--- config.mk ---
export PLATFORM = sky130hd
export DESIGN_NAME = ebox_ebus_hub
export DESIGN_NICKNAME = d
export VERILOG_FILES = /design/src/rtl/ebox_ebus_hub.sv
export SDC_FILE = /design/constraint.sdc
export NUM_CORES = 1
export LEC_CHECK = 0
export CAP_MARGIN = 25
export CORE_AREA = 8 8 205 207
export DETAILED_ROUTE_END_ITERATION = 12
export DIE_AREA = 0 0 213 215
export GPL_TIMING_DRIVEN = 0
export PLACE_DENSITY = 0.6
export SETUP_SLACK_MARGIN = 0.4
export SLEW_MARGIN = 5
export SYNTH_ARGS = -nofsm -noshare
export SYNTH_HDL_FRONTEND = slang
export SYNTH_SLANG_ARGS = --single-unit
--- constraint.sdc ---
create_clock -name clk -period 14.48 [get_ports clk]
set_input_delay 2.896 -clock clk [delete_from_list [all_inputs] [get_ports clk]]
set_output_delay 2.896 -clock clk [all_outputs]
set_load 0.05 [all_outputs]
--- src/rtl/ebox_ebus_hub.sv ---
// EBOX-side EBUS data multiplexer: fixed-priority driver select, registered
// bus copy, sticky multi-driver contention monitor and APR options word.
module ebox_ebus_hub #(
  parameter int unsigned W        = 36,
  parameter int unsigned NSRC     = 12,
  parameter logic [12:0] SERIAL   = 13'd4001,
  parameter logic        OPT50HZ  = 1'b0,
  parameter logic        OPTCACHE = 1'b0,
  parameter logic        OPTINTCH = 1'b1,
  parameter logic        OPTXKL   = 1'b1,
  parameter logic        OPTMOSC  = 1'b0
) (
  input  logic              clk,
  input  logic              CROBAR,
  input  logic [NSRC-1:0]   driving,
  input  logic [NSRC*W-1:0] drv_data,
  input  logic              clr_err,
  output logic [W-1:0]      ebus_data,
  output logic [W-1:0]      ebus_data_q,
  output logic [3:0]        ebus_src_q,
  output logic              ebus_busy_q,
  output logic              contention,
  output logic [7:0]        contention_cnt,
  output logic [17:0]       hw_options
);

  logic [W-1:0] sel_data;
  logic [3:0]   sel_src;
  logic [4:0]   n_drv;
  logic         multi;

  logic [W-1:0] ebus_data_d;
  logic [3:0]   ebus_src_d;
  logic         ebus_busy_d;
  logic         contention_q, contention_d;
  logic [7:0]   contention_cnt_q, contention_cnt_d;

  // Scan from highest index down so the lowest-indexed driver wins last;
  // unselected slices never reach the result.
  always_comb begin
    sel_data = '0;
    sel_src  = 4'hF;
    n_drv    = '0;
    for (int unsigned i = NSRC; i > 0; i--) begin
      if (driving[i-1]) begin
        sel_data = drv_data[(i-1)*W +: W];
        sel_src  = 4'(i-1);
        n_drv    = n_drv + 5'd1;
      end
    end
    multi = (n_drv >= 5'd2);
  end

  assign ebus_data = sel_data;

  always_comb begin
    ebus_data_d      = sel_data;
    ebus_src_d       = sel_src;
    ebus_busy_d      = |driving;
    contention_d     = contention_q;
    contention_cnt_d = contention_cnt_q;
    if (clr_err) begin
      contention_d     = 1'b0;
      contention_cnt_d = '0;
    end else if (multi) begin
      contention_d = 1'b1;
      if (contention_cnt_q != 8'hFF)
        contention_cnt_d = contention_cnt_q + 8'd1;
    end
  end

  always_ff @(posedge clk) begin
    if (!CROBAR) begin
      ebus_data_q      <= '0;
      ebus_src_q       <= 4'hF;
      ebus_busy_q      <= 1'b0;
      contention_q     <= 1'b0;
      contention_cnt_q <= '0;
    end else begin
      ebus_data_q      <= ebus_data_d;
      ebus_src_q       <= ebus_src_d;
      ebus_busy_q      <= ebus_busy_d;
      contention_q     <= contention_d;
      contention_cnt_q <= contention_cnt_d;
    end
  end

  assign contention     = contention_q;
  assign contention_cnt = contention_cnt_q;
  assign hw_options     = {OPT50HZ, OPTCACHE, OPTINTCH, OPTXKL, OPTMOSC, SERIAL};

endmodule

==> results.ini, run 1 <==
[sta]
timing.final.max_slew_violations=0
finClkSkew_ps=2.94
clock.fmax_mhz=95.9
finalSetupViolCount=0
tns_ps=0
hold_violations=0
relSlewSlack_pct=35.1
worst_slew_pin_slew_ps=974
grt_setup_unrepaired=false
finalCriticalPeriod_ps=10430
fin_crit_sh_pct=72.0

[floorplan]
die_h_um=215
initial_utilization_pct=17.9
design.die.area_um2=45800
rows=73
die_w_um=213
core_um2=39000
num_io_pins=551

[placed_design]
dp_hpwl_mm=44.6
port_buffers=525
gp_congestion=0.969

[setup_path]
cp.arrival_ps=7540
cp_num_buf_inv=4
cp_top_family=buffers and inverters
required_ps=11580
cp_common_cell=o21ai_0
critPathKind=input port to output port
crit_chain=clkdlybuf4s50_1 > nor2b_1 > clkbuf_1 > clkbuf_1 > a22oi_1 > o211ai_1 > o21ai_0 > o21ai_0 > mux2i_1 > o211ai_1 > o21ai_0 > o21ai_0 > o21ai_0 > nand2_1 > clkdlybuf4s50_1
setup.worst_path.end_class=output port
max_stage_delay_ps=810
start_kind=input port
cpMaxStageDelayCell=clkdlybuf4s50_1
cp_max_fo=10

[yosys]
synth_area_leaders=dfxtp_1 (14%), o21ai_0 (14%), nand2_1 (12%)
synth_ff_type=dfxtp_1
yosysTopAreaCellShare_pct=14.4
ys_ff_latch=50
synthCells=1065
synth_area_um2=6970
synth_edf_count=0
yosysUniqueCellTypes=65
yosysTopAreaCell=dfxtp_1
synth-seq-area-share_pct=14.4
syn_avg_cell_area_um2=6.55
async_flop_share_pct=0
yosysWarnings=0

[clock_tree]
cts.sinks=50
ctsHoldBuffers=0
numCtsBuffers=5
clockBufferDepth=2
cts_tree=built
htreeDepth=2
clkLatencyLatePin_ps=290
clock-root-buffer=clkbuf_16
cts_setup_buffers=0
cts_resized=0
clk_pin_slew_worst_paths_ps=70

[route]
met2_wirelength_mm=24.7
vias=10000
wire_per_inst_um=23.8
dr.first_iter.drc_count=619
drt_wl_total_mm=50.9
routed.top_layer=met5
drtPass1Iterations=5
post_drt_via_cell_ratio=4.70
wl_met3_mm=4.52
wl_met1_mm=20.2
antenna_left=0
drc=0

[global_route]
grt_pass1_wl_mm=69.8
grt_antenna_before_repair=2
grt_overflow_total=0
grt_pass1_vias=10300
grt_usage_pct=20.7
grt_max_degree=14

[power_and_ir_drop]
power_mw=0.913
vdd_drop_max_v=0.0000420
leakagePower_nw=5.05
powerDensity_nw_per_um2=69.7

[final_layout]
final_cell_mix=clkdlybuf4s50_1 (525), nand2_1 (221), o21ai_0 (194)
fin_nets=2075
multi_input_area_um2=5320
n_antenna_cell=0
final_common_cell=clkdlybuf4s50_1
drive_gt1_share_pct=3.22
syn_to_final_growth_pct=87.8
fillCellCount=4300
seqCellArea_um2=1000

[outcome]
status=complete, no violations

[job]
drv_cap=0

[min_path]
min_path_type=register to register

[through the flow]
step                cells  hold slack, ps  area, um2  setup WS [ps]  util (%)
global placement     2131             452      12900           3190      33.2
finish               2138             467      13100           4050      33.6
CTS                  2138             473      13100           3980      33.6
detailed placement   2132             457      13000           3810      33.2
floorplan            1081             682       7030           5010         -
global route         2138             501      13100           3390      33.6
[power breakdown]
group	leakage (nW)	total (mW)	internal (mW)	switching, mW
clock	0.0688	0.120	0.0670	0.0525
sequential	0.414	0.153	0.149	0.00476
combinational	4.56	0.640	0.293	0.348
total	5.05	0.913	0.508	0.405
[worst paths after layout]
| path | from | to | slack [ps] | cells after the start |
|---|---|---|---|---|
| setup / recovery | driving[10] | ebus_data[28] | 4050 | 15 |
| hold / removal | contention$_SDFFE_PP0P_ | contention$_SDFFE_PP0P_ | 470 | 1 |
| hold reg to reg | contention$_SDFFE_PP0P_ | contention$_SDFFE_PP0P_ | 470 | 1 |
| setup reg to reg | contention_cnt[0]$_SDFFE_PP0P_ | contention_cnt[0]$_SDFFE_PP0P_ | 12990 | 6 |
[synthesized netlist by cell type, types with 2 or more instances]
| cell type | count |
|---|---|
| nor4b_1 | 2 |
| buf_1 | 22 |
| inv_1 | 49 |
| dfxtp_1 | 50 |
| a2111oi_2 | 2 |
| and2_1 | 2 |
| nand2b_1 | 6 |
| a211o_1 | 2 |
| o211ai_1 | 79 |
| xor2_1 | 7 |
| o31ai_1 | 3 |
| and4b_1 | 2 |
| mux2i_1 | 46 |
| xnor2_1 | 16 |
| and3_1 | 5 |
| nand4b_1 | 3 |
| a41oi_1 | 2 |
| nand3b_1 | 2 |
| nand2_1 | 221 |
| nor3_1 | 3 |
| o21ai_0 | 194 |
| nand4_1 | 5 |
| buf_4 | 18 |
| a22oi_1 | 70 |
| o22ai_1 | 2 |
| buf_2 | 4 |
| nor2_1 | 21 |
| a21boi_0 | 36 |
| nor2b_1 | 3 |
| or4bb_1 | 2 |
| ha_1 | 14 |
| mux2_2 | 2 |
| conb_1 | 2 |
| a211oi_1 | 5 |
| nand3_1 | 9 |
| clkbuf_1 | 71 |
| buf_6 | 2 |
| a21oi_1 | 49 |
| xnor3_1 | 6 |
[logic make-up (layout without fill, tap and decap cells)]
kind of cell / count (synthesis) / in the layout / synth area share (%)
AOI/OAI and AO/OA: 455 / 455 / 40.8
and+or+nand+nor: 293 / 293 / 18.3
buffers and inverters: 167 / 699 / 10.2
DFF: 50 / 50 / 14.4
muxes: 49 / 49 / 7.14
xor gates and xnor gates: 34 / 34 / 6.39
adders and majority gates: 15 / 15 / 2.66
other: 2 / 18 / 0.108
[layout make-up]
class | count | share of cell area [%]
inverter | 50 | 1.43
sequential | 50 | 7.64
multi-input combinational | 864 | 40.6
timing repair buffer | 526 | 40.2
tap | 525 | 5.02
clock buffer | 6 | 1.06
buffer | 117 | 4.02
[flip-flops by register name, indices dropped and copies added, names as in the netlist]
register,count
ebus_data_q,36
contention_cnt,8
ebus_busy_q,1
ebus_src_q,4
contention,1
[metal layers]
metal	up-vias	global-route usage, %
met5	-	0
met3	59	5.55
li1	4888	-
met1	4581	24.1
met4	4	6.35
met2	515	36.5
No activity file was read; power rests on OpenSTA's default activity.
==> inputs of run 2 (changes only) <==
Settings changed: PLACE_DENSITY 0.6 to 0.62.
Clock period 14.48 ns to 8.97 ns, I/O delays scaled along.
==> run 2 against run 1 <==
  * Combinational power is 70% higher
  * Critical path depth is 21 higher
  * Global-route usage is 0.35 points higher
  * Via count is 1.2% higher
  * Wire length is 0.72% higher
  * Flip-flop and latch count stayed put
  * Critical endpoint is now contention_cnt[0]$_SDFFE_PP0P_
  * Largest cell class unchanged
==> results.ini, run 2 (same netlist as run 1, synthesis figures left out) <==
[power_and_ir_drop]
leakagePower_nw=5.13  ; was 5.05 nW
powerDensity_nw_per_um2=117  ; was 69.7 nW/um2
vdd_drop_max_v=0.0000774  ; was 0.0000420 V

[final_layout]
fin_nets=2083  ; was 2075
post-route-util_pct=34.1  ; was 33.6%
final_cells=2150  ; was 2138
drive_gt1_share_pct=4.87  ; was 3.22%
seqCellArea_um2=1000  ; unchanged
fillCellCount=4236  ; was 4300
syn_to_final_growth_pct=90.7  ; was 87.8%
final_cell_mix=clkdlybuf4s50_1 (523), nand2_1 (220), o21ai_0 (191)  ; was clkdlybuf4s50_1 (525), nand2_1 (221), o21ai_0 (194)
multi_input_area_um2=5410  ; was 5320 um2
final_common_cell=clkdlybuf4s50_1  ; unchanged
largest_reg_flops=36  ; unchanged
top_register=ebus_data_q  ; unchanged

[global_route]
grt_pass1_wl_mm=71.5  ; was 69.8 mm
grt_usage_pct=21.1  ; was 20.7%
grt_max_degree=16  ; was 14
grt_pass1_vias=10500  ; was 10.3k
grt_antenna_before_repair=5  ; was 2
grt_overflow_total=0  ; unchanged

[sta]
finalCriticalPeriod_ps=8200
timing.final.max_slew_violations=0  ; unchanged
hold_violations=0  ; unchanged
clock.fmax_mhz=122
finalSetupViolCount=0  ; unchanged
grt_setup_unrepaired=false  ; unchanged
fin_crit_sh_pct=91.4
finClkSkew_ps=3.64  ; was 2.94 ps
relSlewSlack_pct=38.6  ; was 35.1%
worst_slew_pin_slew_ps=922  ; was 974 ps
tns_ps=0  ; unchanged

[setup_path]
cp_max_fo=10  ; unchanged
critPathKind=input port to register  ; was input port to output port
required_ps=9190  ; was 11580 ps
cp_top_family=compound AO/OA/AOI/OAI gates  ; was buffers and inverters
cpMaxStageDelayCell=xnor3_2  ; was clkdlybuf4s50_1
cp_num_buf_inv=9  ; was 4
max_stage_delay_ps=500  ; was 810 ps
start_kind=input port  ; unchanged
cp.arrival_ps=8410  ; was 7540 ps
setup.worst_path.end_class=register  ; was output port

[placed_design]
port_buffers=525  ; unchanged
placed_cells=2132  ; unchanged
gp_congestion=0.956  ; was 0.969
dp_hpwl_mm=44.8  ; was 44.6 mm

[clock_tree]
clkLatencyLatePin_ps=300  ; was 290 ps
ctsHoldBuffers=0  ; unchanged
cts.sinks=50  ; unchanged
cts_tree=built  ; unchanged
clock-root-buffer=clkbuf_16  ; unchanged
clk_pin_slew_worst_paths_ps=70  ; about the same
numCtsBuffers=5  ; unchanged
clockBufferDepth=2  ; unchanged
htreeDepth=2  ; unchanged

[route]
drt_wl_total_mm=51.2  ; was 50.9 mm
dr.first_iter.drc_count=694  ; was 619
vias=10200  ; was 10.0k
drc=0  ; unchanged
drtPass1Iterations=5  ; unchanged
antenna_left=0  ; unchanged
post_drt_via_cell_ratio=4.73  ; was 4.70
wire_per_inst_um=23.8  ; about the same

[floorplan]
num_io_pins=551  ; unchanged
die_h_um=215  ; unchanged
die_w_um=213  ; unchanged
design.die.area_um2=45800  ; unchanged
core_um2=39000  ; unchanged
initial_utilization_pct=17.9  ; unchanged
rows=73  ; unchanged

[min_path]
min_path_type=register to register  ; unchanged

[outcome]
status=complete, no violations  ; unchanged

[job]
drv_cap=0  ; unchanged

-- run 2: area by class of cell --
type	count	share of cell area (%)
multi-input cells	864	40.7
repair buffers	534	40.0
flip-flops and latches	50	7.53
well taps	525	4.94
plain buffers	117	4.11
inverters	50	1.41
clock buffers	6	0.969
clock inverters	2	0.282
diodes	2	0.0376
-- run 2: what timing repair did --
item	in CTS	in global routing
setup endpoints to repair	9	9
gates resized for setup	18	19
pin swaps	6	8
buffers inserted	5	3
-- run 2: worst register-to-register path, cell delays in order, from the launching register on --
cell,delay (ps)
dfxtp_1,410
ha_1,220
nand2_1,70
nor2_1,160
nand3_1,220
nand2_2,160
mux2i_1,220
-- run 2: report_power, final --
group / switching, mW / internal, mW / leakage, nW
clock network: 0.0909 / 0.132 / 0.0771
logic: 0.584 / 0.502 / 4.64
registers: 0.00774 / 0.240 / 0.414
-- run 2: per-layer routing --
| layer | vias to the layer above | share of wire, % | global-route usage (%) |
|---|---|---|---|
| met1 | 4741 | 41 | 25.5 |
| met4 | 2 | 1.6 | 4.44 |
| li1 | 4902 | - | - |
| met2 | 486 | 50 | 37.9 |
| met5 | - | 0.025 | 0 |
| met3 | 32 | 8.1 | 4.10 |
-- run 2: path summary, 6_finish.rpt --
| path | from | to | slack, ps | cells past startpoint |
|---|---|---|---|---|
| setup / recovery | driving[10] | contention_cnt[0]$_SDFFE_PP0P_ | 770 | 36 |
| setup reg to reg | contention_cnt[0]$_SDFFE_PP0P_ | contention_cnt[0]$_SDFFE_PP0P_ | 7420 | 6 |
| hold reg to reg | contention$_SDFFE_PP0P_ | contention$_SDFFE_PP0P_ | 480 | 1 |
| hold / removal | contention$_SDFFE_PP0P_ | contention$_SDFFE_PP0P_ | 480 | 1 |
-- run 2: through the flow --
stage	setup WS, ps	total power [mW]	instance area, um2	hold WS (ps)
2_1_floorplan	604	0.858	7030	682
3_3_place_gp	-599	1.27	12900	453
3_5_place_dp	-766	1.28	13000	465
4_1_cts	408	1.54	13200	482
5_1_grt	377	1.65	13300	492
6_report	774	1.56	13300	477
